**src/rtl/proc_pkg.sv**
```systemverilog
`default_nettype none
// +----------------------------------------------------------------------+
// | proc_pkg: opcode, controller-state and ALU-op encodings shared by     |
// | the control unit and its testbench.                                   |
// | Revision: 1.0                                                         |
// +----------------------------------------------------------------------+
package proc_pkg;

  typedef enum logic [3:0] {
    OP_NOP = 4'h0,
    OP_ADD = 4'h1,
    OP_SUB = 4'h2,
    OP_AND = 4'h3,
    OP_OR  = 4'h4,
    OP_XOR = 4'h5,
    OP_MOV = 4'h6,
    OP_LDI = 4'h7,
    OP_JMP = 4'h8,
    OP_JZ  = 4'h9,
    OP_CMP = 4'hA,
    OP_HLT = 4'hF
  } opcode_t;

  typedef enum logic [2:0] {
    ST_IDLE  = 3'd0,
    ST_FETCH = 3'd1,
    ST_EXEC  = 3'd2,
    ST_WB    = 3'd3,
    ST_HALT  = 3'd4
  } ctrl_state_t;

  typedef enum logic [2:0] {
    ALU_PASS_A = 3'd0,
    ALU_ADD    = 3'd1,
    ALU_SUB    = 3'd2,
    ALU_AND    = 3'd3,
    ALU_OR     = 3'd4,
    ALU_XOR    = 3'd5
  } alu_op_t;

  localparam logic [3:0] REG_PIN     = 4'd10;
  localparam logic [3:0] REG_POUT    = 4'd11;
  localparam logic [3:0] REG_RCTIMER = 4'd12;
  localparam logic [3:0] REG_TIMER   = 4'd13;
  localparam logic [3:0] REG_XH      = 4'd14;
  localparam logic [3:0] REG_XL      = 4'd15;

  // Opcodes without an ALU meaning decode to PASS_A.
  function automatic alu_op_t alu_decode(input logic [3:0] op);
    alu_op_t res;
    res = ALU_PASS_A;
    case (op)
      OP_ADD:  res = ALU_ADD;
      OP_SUB:  res = ALU_SUB;
      OP_AND:  res = ALU_AND;
      OP_OR:   res = ALU_OR;
      OP_XOR:  res = ALU_XOR;
      OP_CMP:  res = ALU_SUB;
      default: res = ALU_PASS_A;
    endcase
    return res;
  endfunction

  function automatic logic is_write_op(input logic [3:0] op);
    return (op >= OP_ADD) && (op <= OP_LDI);
  endfunction

  function automatic logic updates_zflag(input logic [3:0] op);
    return ((op >= OP_ADD) && (op <= OP_MOV)) || (op == OP_CMP);
  endfunction

endpackage
`default_nettype wire

```
**src/rtl/control_unit.sv**
```systemverilog
`default_nettype none
// +----------------------------------------------------------------------+
// | control_unit: FETCH/EXEC/WB sequencer driving register-file selects,  |
// | write enable, ALU op and data-in mux from a combinational ROM.        |
// | Revision: 1.0                                                         |
// +----------------------------------------------------------------------+
module control_unit
  import proc_pkg::*;
#(
  parameter int unsigned     PC_W     = 8,
  parameter logic [PC_W-1:0] RESET_PC = '0
) (
  input  logic            clk,
  input  logic            rst_n,
  input  logic            run,
  input  logic [15:0]     instr,
  input  logic            zero,
  output logic [PC_W-1:0] pc,
  output logic [3:0]      srd,
  output logic            le,
  output logic [3:0]      sba,
  output logic [3:0]      sbb,
  output logic [2:0]      alu_op,
  output logic [7:0]      imm,
  output logic            di_sel,
  output logic            halted
);

  ctrl_state_t     state_q, state_d;
  logic [PC_W-1:0] pc_q, pc_d;
  logic [15:0]     ir_q, ir_d;
  logic            zflag_q, zflag_d;

  logic [3:0] op;
  logic [3:0] rd;
  logic [3:0] ra;
  logic [3:0] rb;
  logic [7:0] imm8;

  assign op   = ir_q[15:12];
  assign rd   = ir_q[11:8];
  assign ra   = ir_q[7:4];
  assign rb   = ir_q[3:0];
  assign imm8 = ir_q[7:0];

  always_ff @(posedge clk or negedge rst_n) begin
    if (!rst_n) begin
      state_q <= ST_IDLE;
      pc_q    <= RESET_PC;
      ir_q    <= 16'h0000;
      zflag_q <= 1'b0;
    end else begin
      state_q <= state_d;
      pc_q    <= pc_d;
      ir_q    <= ir_d;
      zflag_q <= zflag_d;
    end
  end

  always_comb begin
    state_d = state_q;
    pc_d    = pc_q;
    ir_d    = ir_q;
    zflag_d = zflag_q;
    case (state_q)
      ST_IDLE: begin
        if (run) state_d = ST_FETCH;
      end
      ST_FETCH: begin
        ir_d    = instr;
        pc_d    = pc_q + PC_W'(1);
        state_d = ST_EXEC;
      end
      ST_EXEC: begin
        if (updates_zflag(op)) zflag_d = zero;
        // A taken branch replaces the increment done in FETCH, so the
        // target is the very next address fetched.
        if ((op == OP_JMP) || ((op == OP_JZ) && zflag_q)) pc_d = PC_W'(imm8);
        state_d = (op == OP_HLT) ? ST_HALT : ST_WB;
      end
      ST_WB: begin
        state_d = run ? ST_FETCH : ST_IDLE;
      end
      ST_HALT: begin
        state_d = ST_HALT;
      end
      default: begin
        state_d = ST_IDLE;
      end
    endcase
  end

  // Outputs depend only on registered state and ir, never on inputs.
  always_comb begin
    srd    = 4'h0;
    le     = 1'b0;
    sba    = 4'h0;
    sbb    = 4'h0;
    alu_op = ALU_PASS_A;
    imm    = 8'h00;
    di_sel = 1'b0;
    halted = 1'b0;
    case (state_q)
      ST_EXEC: begin
        sba    = ra;
        sbb    = rb;
        alu_op = alu_decode(op);
        imm    = imm8;
      end
      ST_WB: begin
        sba    = ra;
        sbb    = rb;
        alu_op = alu_decode(op);
        imm    = imm8;
        if (is_write_op(op)) begin
          le     = 1'b1;
          srd    = rd;
          di_sel = (op == OP_LDI);
        end
      end
      ST_HALT: begin
        halted = 1'b1;
      end
      default: begin
        halted = 1'b0;
      end
    endcase
  end

  assign pc = pc_q;

endmodule
`default_nettype wire

```
**config.mk**
```make
export PLATFORM = sky130hd
export DESIGN_NAME = control_unit
export DESIGN_NICKNAME = d
export VERILOG_FILES = /design/src/rtl/proc_pkg.sv /design/src/rtl/control_unit.sv
export SDC_FILE = /design/constraint.sdc
export NUM_CORES = 1
export LEC_CHECK = 0
export CAP_MARGIN = 20
export CORE_MARGIN = 5
export CORE_UTILIZATION = 39
export CTS_CLUSTER_DIAMETER = 40
export DETAILED_ROUTE_END_ITERATION = 10
export HOLD_SLACK_MARGIN = 0.12
export MAX_ROUTING_LAYER = met4
export PLACE_DENSITY = 0.75
export SLEW_MARGIN = 20
export SYNTH_ARGS = -nofsm -noshare
export SYNTH_HDL_FRONTEND = slang
export SYNTH_SLANG_ARGS = --single-unit
```
**constraint.sdc**
```tcl
create_clock -name clk -period 3 [get_ports clk]
set_input_delay 0.3 -clock clk [delete_from_list [all_inputs] [get_ports clk]]
set_output_delay 0.3 -clock clk [all_outputs]
set_load 0.01 [all_outputs]
```
==> metrics, run 1 <==
Residual DRC=0; IR drop worst, VDD=between 500 and 600 uV; Tightest Pin Transition=roughly 540 ps; ys async rst share=1.00; EDFF count, synth=0; simple-gate share of the synthesized area=0.198; vias in the first global route=about 1300; Finish-stage setup viols=0; mux contribution to synthesized area=0.117; combinational fraction of design power=0.561; hold buffer count at cts=0; grt ovf=0; CTS tree=done; Peak Freq=0.428 GHz; crit path DAT=about 2000 ps; Synth area leaders=dfrtp_1 (46%), mux2_1 (12%), and2_1 (5.7%); Synth Flop Type=dfrtp_1; worst hold path class=input pin to asynchronous set/reset pin; RePlAce Congestion=about 0.92; Adder-Cell Fraction of Synth Area=0.00814; Final ANT Viol Nets=0; global-route wire length before repair=6.01 mm; largest family of logic cells by synthesized area=simple AND/OR/NAND/NOR gates; vias=roughly 1300; Hold Slack=slightly above 400 ps; Post-Synthesis Cell Area=1540 um^2; Compound-Gate Fraction of Synth Area=0.147; GRT Total Usage=0.147; CTS HTree Levels=1; average size of a mapped cell=between 10 and 15 um^2; initial antenna violation count=0; Max Fanout on Critical Path=7; unrepaired setup endpoints after global routing=no; IO buf count=53; I/O pin count=54; post-synthesis xor/xnor area fraction=0; clock share of power=0.090; kind of critical path=flop to output port; Ys Warns=0; die height=72.8 um; post-route design area=2090 um^2; postcts setup bufs=0; post-DR wirelength/cell=15.0 um; Post-Syn Nets=~170; Layout area overhead=35.9%; Die X=roughly 73 um; Initial Utilization=0.411; initial DRC count=between 50 and 60; max-cap viol count=0; routed vias/inst=approximately 5.3; Period minus WS final=roughly 2300 ps; CTS root buf=clkbuf_8; pin count of the biggest net entering global routing=29; clock buffer depth=2; Worst setup EP type=output port; number of clock sinks=28; share of cells above drive strength 1=0.0725; Worst slew margin=0.640; Flop pwr share=0.349; Nets=approximately 220; fill cell count=between 300 and 400; Switch Pwr=about 0.0009 W; dpl cell area=2050 um^2; DR pass1 iterations=4; n_diodes=0; total die area=approximately 5300 um^2; internal power=0.00132 W; Reg clk slew, reported paths=around 90 ps; sequential area share after synthesis=0.456; top cells by instance count after synthesis=dfrtp_1 (28), mux2_1 (16), and2_1 (14); register bit total from synthesis=28; switching part of the total=0.405; multi-input logic area=between 700 and 800 um^2; Synth Instances=approximately 150; status=finished, final reports clean; static leakage=0.834 nW; critical path startpoint category=flop; Synth area leader=dfrtp_1; PwrDens=about 1100 nW/um^2; placed wire-length estimate=roughly 2.8 mm; final hold vios=0; count leader, synth=dfrtp_1; max-slew violations=0; register area=about 700 um^2; Worst Path Required=around 2700 ps; Resize count post-CTS=0; clk_lat worst skew=270 ps; Core Box Area=3740 um^2; setup_tns=0 ps; Site Rows=22; clock skew=~5.0 ps; Synth cell types=39; total wire length=between 3 and 4 mm; Final Cycle Share=0.779; Yosys top cell area share=0.456; number of buffers created by CTS=3
[per-stage QoR]
step,util,cells,setup WS (ps),total power (W)
global placement,0.547,238,1060,0.00198
detailed placement,0.547,238,960,0.00203
CTS,0.558,241,685,0.00223
global route,0.558,241,573,0.00239
finish,0.558,241,664,0.00222
floorplan,-,147,1460,0.00155
[placed cells by master, fill, tap and decap left out, types with 2 or more instances in the layout]
cell type | Yosys | routed
a21oi_1 | 5 | 5
a21oi_2 | 2 | 2
a31oi_1 | 2 | 2
and2_1 | 14 | 14
and3_1 | 3 | 3
buf_4 | 10 | 3
clkbuf_8 | 0 | 3
clkdlybuf4s50_1 | 0 | 53
dfrtp_1 | 28 | 28
inv_1 | 3 | 3
mux2_1 | 16 | 16
nand2_1 | 9 | 9
nand2b_1 | 3 | 3
nand3_1 | 5 | 5
nand4_1 | 2 | 2
nor2_1 | 10 | 10
nor3b_2 | 2 | 2
o21ai_0 | 4 | 4
o21ai_1 | 6 | 6
[worst max-delay path: stages, from the launching register on]
cell	delay (ps)
dfrtp_1	460
nand2b_1	190
a2111oi_0	480
clkdlybuf4s50_1	640
[power by group through the flow]
stage	clock network (W)	registers, W	logic [W]
after floorplan	0	0.000741	0.000813
after global placement	0	0.000764	0.00122
after detailed placement	0	0.000776	0.00126
after CTS	0.000204	0.000770	0.00126
after global routing	0.000217	0.000807	0.00136
final	0.000200	0.000774	0.00124
[cell type report]
class | instances | share of cell area
multi-input cells | 103 | 0.346
clock buffers | 3 | 0.0198
well taps | 48 | 0.0287
repair buffers | 56 | 0.265
flip-flops and latches | 28 | 0.335
inverters | 3 | 0.00539
[flip-flops by register name (all words and copies together) (netlist names)]
signal / cells
ir_q: 16
pc: 8
zflag_q: 1
state_q: 3
[metal layers]
layer | up-vias | wire length (um) | share of wire | track usage
met3 | 6 | 98 | 0.027 | 0.0179
met4 | 0 | 65 | 0.018 | 0.0676
met5 | - | 0 | 0 | -
li1 | 616 | - | - | -
met2 | 24 | 1870 | 0.52 | 0.254
met1 | 636 | 1580 | 0.44 | 0.171
[worst paths after layout]
kind / from / endpoint / slack [ps] / depth (start not counted)
hold / removal: rst_n / ir_q[13]$_DFFE_PN0P_ / 400 / 2
max in group asynchronous: rst_n / ir_q[6]$_DFFE_PN0P_ / 2330 / 2
min in group clk: ir_q[9]$_DFFE_PN0P_ / ir_q[9]$_DFFE_PN0P_ / 490 / 1
setup reg to reg: state_q[0]$_DFFE_PN0P_ / pc[4]$_DFFE_PN0P_ / 1300 / 5
setup / recovery: state_q[2]$_DFFE_PN0P_ / alu_op[1] / 660 / 3
hold reg to reg: ir_q[9]$_DFFE_PN0P_ / ir_q[9]$_DFFE_PN0P_ / 490 / 1
[cell families (layout without fill, tap and decap cells)]
| kind of cell | count (synthesis) | after routing |
|---|---|---|
| AND/OR/NAND/NOR | 54 | 54 |
| AO/OA/AOI/OAI | 32 | 32 |
| flip-flops | 28 | 28 |
| multiplexers | 16 | 16 |
| buffers and inverters | 16 | 62 |
| adder cells (fa/ha/maj) | 1 | 1 |
(Power assumes the default switching activity.)
==> run 2, diff against run 1 <==
==> constraint.sdc (replaced) <==
create_clock -name clk -period 2.2 [get_ports clk]
set_input_delay 0.22 -clock clk [delete_from_list [all_inputs] [get_ports clk]]
set_output_delay 0.22 -clock clk [all_outputs]
set_load 0.01 [all_outputs]
==> run 2 against run 1 <==
Final area is 2.1% higher. Largest cell class unchanged. Wire length is 1.6% higher. Sequential share of layout area is 0.57 points lower. Core utilization is 1.2 points higher. Register-to-register slack worse by 850 ps. Total power is 38% higher. Cell count is 1.2% higher. Flip-flop and latch count stayed put. Largest power group unchanged. Critical path type unchanged. Clock skew is 2.1 ps lower.
==> metrics, run 2 (synthesized netlist as in run 1, its figures left out) <==
status=finished, final reports clean; global-route wire length before repair=approximately 5.9 mm; Reg clk slew, reported paths=roughly 90 ps; I/O pin count=54; fill cell count=330; Final Cycle Share=0.941; initial antenna violation count=0; clock buffer depth=2; Final Non-Filler Cells=244; clk_lat worst skew=around 270 ps; Max Fanout on Critical Path=4; kind of critical path=flop to output port; Initial Utilization=0.411; Peak Freq=between 0.4 and 0.5 GHz; number of buffers created by CTS=3; die height=between 70 and 80 um; Core Box Area=around 3700 um^2; multi-input logic area=~730 um^2; Worst Path Required=a little under 2000 ps; RePlAce Congestion=approximately 0.91; Nets=219; total die area=around 5300 um^2; Hold Slack=around 330 ps; Layout area overhead=38.7%; register area=~700 um^2; largest stage delay on the critical path=about 620 ps; IO buf count=53; most frequent cells in the layout=clkdlybuf4s50_1 (49), dfrtp_1 (26), mux2_1 (16); DR pass1 iterations=4; PwrDens=roughly 1400 nW/um^2; CTS tree=done; max-slew violations=0; share of cells above drive strength 1=0.107; post-DR wirelength/cell=roughly 15 um; worst-path cell chain=nand2b_1 -> a2111oi_0 -> clkdlybuf4s50_1; Die X=slightly above 70 um; Flop pwr share=0.341; Reg with most FFs=ir_q; CTS HTree Levels=1; pin count of the biggest net entering global routing=29; final hold vios=0; Tightest Pin Transition=502 ps; initial DRC count=between 70 and 80; combinational fraction of design power=0.569; static leakage=0.923 nW; Placed Instances=238; internal power=between 0.0015 and 0.002 W; CTS root buf=clkbuf_8; GRT Total Usage=0.147; Bufs and invs on worst path=1; total wire length=3.66 mm; Switch Pwr=0.00123 W; Final ANT Viol Nets=0; clock skew=between 2 and 3 ps; Residual DRC=0; worst hold path class=input pin to asynchronous set/reset pin; critical path startpoint category=flop; placed wire-length estimate=approximately 2.8 mm; n_diodes=0; vias=1301; clock share of power=0.090; max-cap viol count=0; grt ovf=0; most common cell after layout, fill and taps aside=clkdlybuf4s50_1; cell family with most CP delay=buffers and inverters; switching part of the total=0.403; IR drop worst, VDD=approximately 720 uV; Worst slew margin=0.666; Period minus WS final=between 2000 and 2500 ps; Site Rows=22; Finish-stage setup viols=0; crit path DAT=~1900 ps; vias in the first global route=roughly 1300; number of clock sinks=28; CP max-delay cell=clkdlybuf4s50_1; routed vias/inst=roughly 5.3; max FFs per register=16; Worst setup EP type=output port
[run 2: final cells by class]
class | count | share of cell area
inverter | 3 | 0.00528
multi-input combinational | 103 | 0.343
tap | 48 | 0.0282
sequential | 28 | 0.330
clock buffer | 3 | 0.0194
timing repair buffer | 59 | 0.274
[run 2: power by group through the flow]
| stage | clock network [W] | logic [W] | registers (W) |
|---|---|---|---|
| 2_1_floorplan | 0 | 0.00111 | 0.00101 |
| 3_3_place_gp | 0 | 0.00166 | 0.00104 |
| 3_5_place_dp | 0 | 0.00171 | 0.00106 |
| 4_1_cts | 0.000279 | 0.00174 | 0.00104 |
| 5_1_grt | 0.000297 | 0.00190 | 0.00109 |
| 6_report | 0.000275 | 0.00174 | 0.00104 |
[run 2: metal layers]
layer,global-route usage,up-vias,part of all wire
met2,0.243,30,0.52
li1,-,620,-
met5,-,-,0
met1,0.177,644,0.43
met3,0.0179,7,0.032
met4,0.0697,0,0.020
[run 2: path summary, 6_finish.rpt]
path | from | end | slack [ps] | cells after the start
worst max-delay path | state_q[2]$_DFFE_PN0P_ | alu_op[1] | 130 | 3
worst min-delay path | rst_n | ir_q[13]$_DFFE_PN0P_ | 330 | 2
worst max register to register | state_q[2]$_DFFE_PN0P_ | ir_q[6]$_DFFE_PN0P_ | 450 | 4
worst min register to register | ir_q[9]$_DFFE_PN0P_ | ir_q[9]$_DFFE_PN0P_ | 480 | 1
max in group asynchronous | rst_n | state_q[2]$_DFFE_PN0P_ | 1590 | 2
min in group clk | ir_q[9]$_DFFE_PN0P_ | ir_q[9]$_DFFE_PN0P_ | 480 | 1
[run 2: what timing repair did]
item / CTS / global route
hold endpoints to repair: 0 / 0
setup endpoints to repair: 4 / 21
hold buffers: 0 / 0
setup buffers: 1 / 2
cloned: 0 / 0
resized for setup: 2 / 7
[run 2: stage by stage]
stage / util / power, W / setup WS [ps] / TNS [ps] / area [um^2]
global placement: 0.547 / 0.00271 / 342 / 0 / 2050
floorplan: - / 0.00212 / 737 / 0 / 1540
finish: 0.570 / 0.00306 / 131 / 0 / 2130
CTS: 0.561 / 0.00306 / 9.99 / 0 / 2100
global route: 0.570 / 0.00329 / -12.1 / -12.1 / 2130
detailed placement: 0.547 / 0.00277 / 263 / 0 / 2050
==> run 3, diff against run 2 <==
--- a/config.mk
+++ b/config.mk
@@ -6,7 +6,7 @@
 export NUM_CORES = 1
 export LEC_CHECK = 0
 export CAP_MARGIN = 20
-export CORE_MARGIN = 5
+export CORE_MARGIN = 2
 export CORE_UTILIZATION = 39
 export CTS_CLUSTER_DIAMETER = 40
 export DETAILED_ROUTE_END_ITERATION = 10
==> run 3 against run 2 <==
Fmax increased by 1.1%. Register-to-register slack got worse by 100 ps. Critical path depth stayed put. Non-clock buffer count is 1 higher. Worst hold slack got worse by 15 ps. Worst setup slack gained 22 ps. Flip-flop and latch count did not move. Clock skew grew 6.9 ps. Critical endpoint unchanged. Largest power group unchanged.
==> metrics, run 3 (synthesized netlist as in run 1, its figures left out) <==
placed wire-length estimate=between 2 and 3 mm; RR Endpoint=ir_q[6]$_DFFE_PN0P_; max FFs per register=16; fill cell count=about 320; most common cell after layout, fill and taps aside=clkdlybuf4s50_1; routed vias/inst=5.31; final hold vios=0; Final ANT Viol Nets=0; clock share of power=0.126; Reg clk slew, reported paths=approximately 100 ps; CTS root buf=clkbuf_8; number of buffers created by CTS=3; Core Box Area=about 3700 um^2; share of cells above drive strength 1=0.126; Worst slew margin=0.585; CTS tree=done; switching part of the total=0.390; vias=roughly 1300; total wire length=approximately 3.4 mm; Period minus WS final=2050 ps; crit path DAT=approximately 1800 ps; Layout area overhead=42.0%; Nets=between 200 and 250; GRT Total Usage=0.167; Flop pwr share=0.331; largest stage delay on the critical path=600 ps; Peak Freq=0.489 GHz; max-slew violations=0; reg2reg path depth=4; setup_tns=0 ps; fin util=0.588; number of clock sinks=28; status=finished, final reports clean; Final Cycle Share=0.930; Worst setup EP type=output port; R2R Setup Slk=350 ps; initial antenna violation count=0; Initial Utilization=0.414; n_diodes=0; IR drop worst, VDD=approximately 600 uV; I/O pin count=between 50 and 60; Site Rows=22; static leakage=0.938 nW; global-route wire length before repair=roughly 5.6 mm; post-DR wirelength/cell=~14 um; pin count of the biggest net entering global routing=29; kind of critical path=flop to output port; clock buffer depth=2; dpl cell area=about 2100 um^2; clock skew=just under 10 ps; Critical R2R Launch=state_q[2]$_DFFE_PN0P_; worst hold path class=input pin to asynchronous set/reset pin; DR pass1 iterations=4; Residual DRC=0; vias in the first global route=1238; IO buf count=53; Reg with most FFs=ir_q; PwrDens=between 1000 and 1500 nW/um^2; total die area=roughly 4500 um^2; die height=66.8 um; max-cap viol count=0; CP max-delay cell=clkdlybuf4s50_1; RePlAce Congestion=between 0.9 and 1; unrepaired setup endpoints after global routing=no; internal power=~0.002 W; Die X=between 60 and 70 um; initial DRC count=87; Finish-stage setup viols=0; Worst Path Required=between 1500 and 2000 ps; Switch Pwr=between 0.001 and 0.0015 W; combinational fraction of design power=0.543; critical path startpoint category=flop; Tightest Pin Transition=620 ps; most frequent cells in the layout=clkdlybuf4s50_1 (49), dfrtp_1 (26), mux2_1 (16); grt ovf=0; worst-path cell chain=nand2b_2 -> a2111oi_2 -> clkdlybuf4s50_1; clk_lat worst skew=280 ps; Max Fanout on Critical Path=5; CTS HTree Levels=1; post-route design area=about 2200 um^2
==> run 3: layer usage <==
layer  up-vias  share of wire  routed length [um]  global-route usage
li1        624              -                   -                   -
met1       627           0.44                1500               0.204
met2        50           0.49                1680               0.286
met3         5          0.057                 195              0.0253
met4         0          0.013                  44              0.0485
met5         -              0                   0                   -
==> run 3: worst max path at each step <==
stage	startpoint	end	slack, ps	cells past startpoint
after global routing	state_q[2]$_DFFE_PN0P_	imm[4]	30	5
after detailed placement	state_q[2]$_DFFE_PN0P_	srd[2]	240	5
after floorplan	state_q[0]$_DFFE_PN0P_	ir_q[10]$_DFFE_PN0P_	740	4
after CTS	ir_q[12]$_DFFE_PN0P_	srd[0]	9	4
final	state_q[2]$_DFFE_PN0P_	alu_op[1]	150	3
after global placement	state_q[2]$_DFFE_PN0P_	srd[3]	330	5
==> run 3: cell type report <==
cell class	count	area, um^2	share of cell area
clock buffer	3	41.3	0.0189
clock inverter	1	30.0	0.0138
inverter	3	11.3	0.00516
multi-input combinational	103	744	0.341
sequential	28	703	0.322
tap	48	60.1	0.0275
timing repair buffer	60	593	0.272
==> run 3: what timing repair did <==
action / CTS / global route
resized for setup: 4 / 8
hold buffers: 0 / 0
cloned: 0 / 0
setup buffers: 0 / 2
setup endpoints to repair: 5 / 5
pin swaps: 0 / 0
==> run 3: power groups by stage <==
| stage | clock network, W | registers (W) | logic (W) |
|---|---|---|---|
| global placement | 0 | 0.00105 | 0.00169 |
| floorplan | 0 | 0.00101 | 0.00111 |
| global route | 0.000443 | 0.00112 | 0.00191 |
| detailed placement | 0 | 0.00106 | 0.00173 |
| CTS | 0.000414 | 0.00106 | 0.00175 |
| finish | 0.000407 | 0.00107 | 0.00175 |
==> run 3: metrics by stage <==
step / setup slack (ps) / std cells / power [W] / hold WS [ps]
final: 153 / 246 / 0.00322 / 312
after global placement: 330 / 240 / 0.00273 / 480
after detailed placement: 244 / 240 / 0.00279 / 468
after floorplan: 737 / 147 / 0.00212 / -75.6
after CTS: 9.25 / 244 / 0.00322 / 329
after global routing: 33.1 / 246 / 0.00347 / 343
==> run 3: critical path: cells and delay by family, from the launching register on <==
kind            cells  cell delay, ps
compound gates      1             300
flops               1             440
buf+inv             1             600
simple gates        1             220
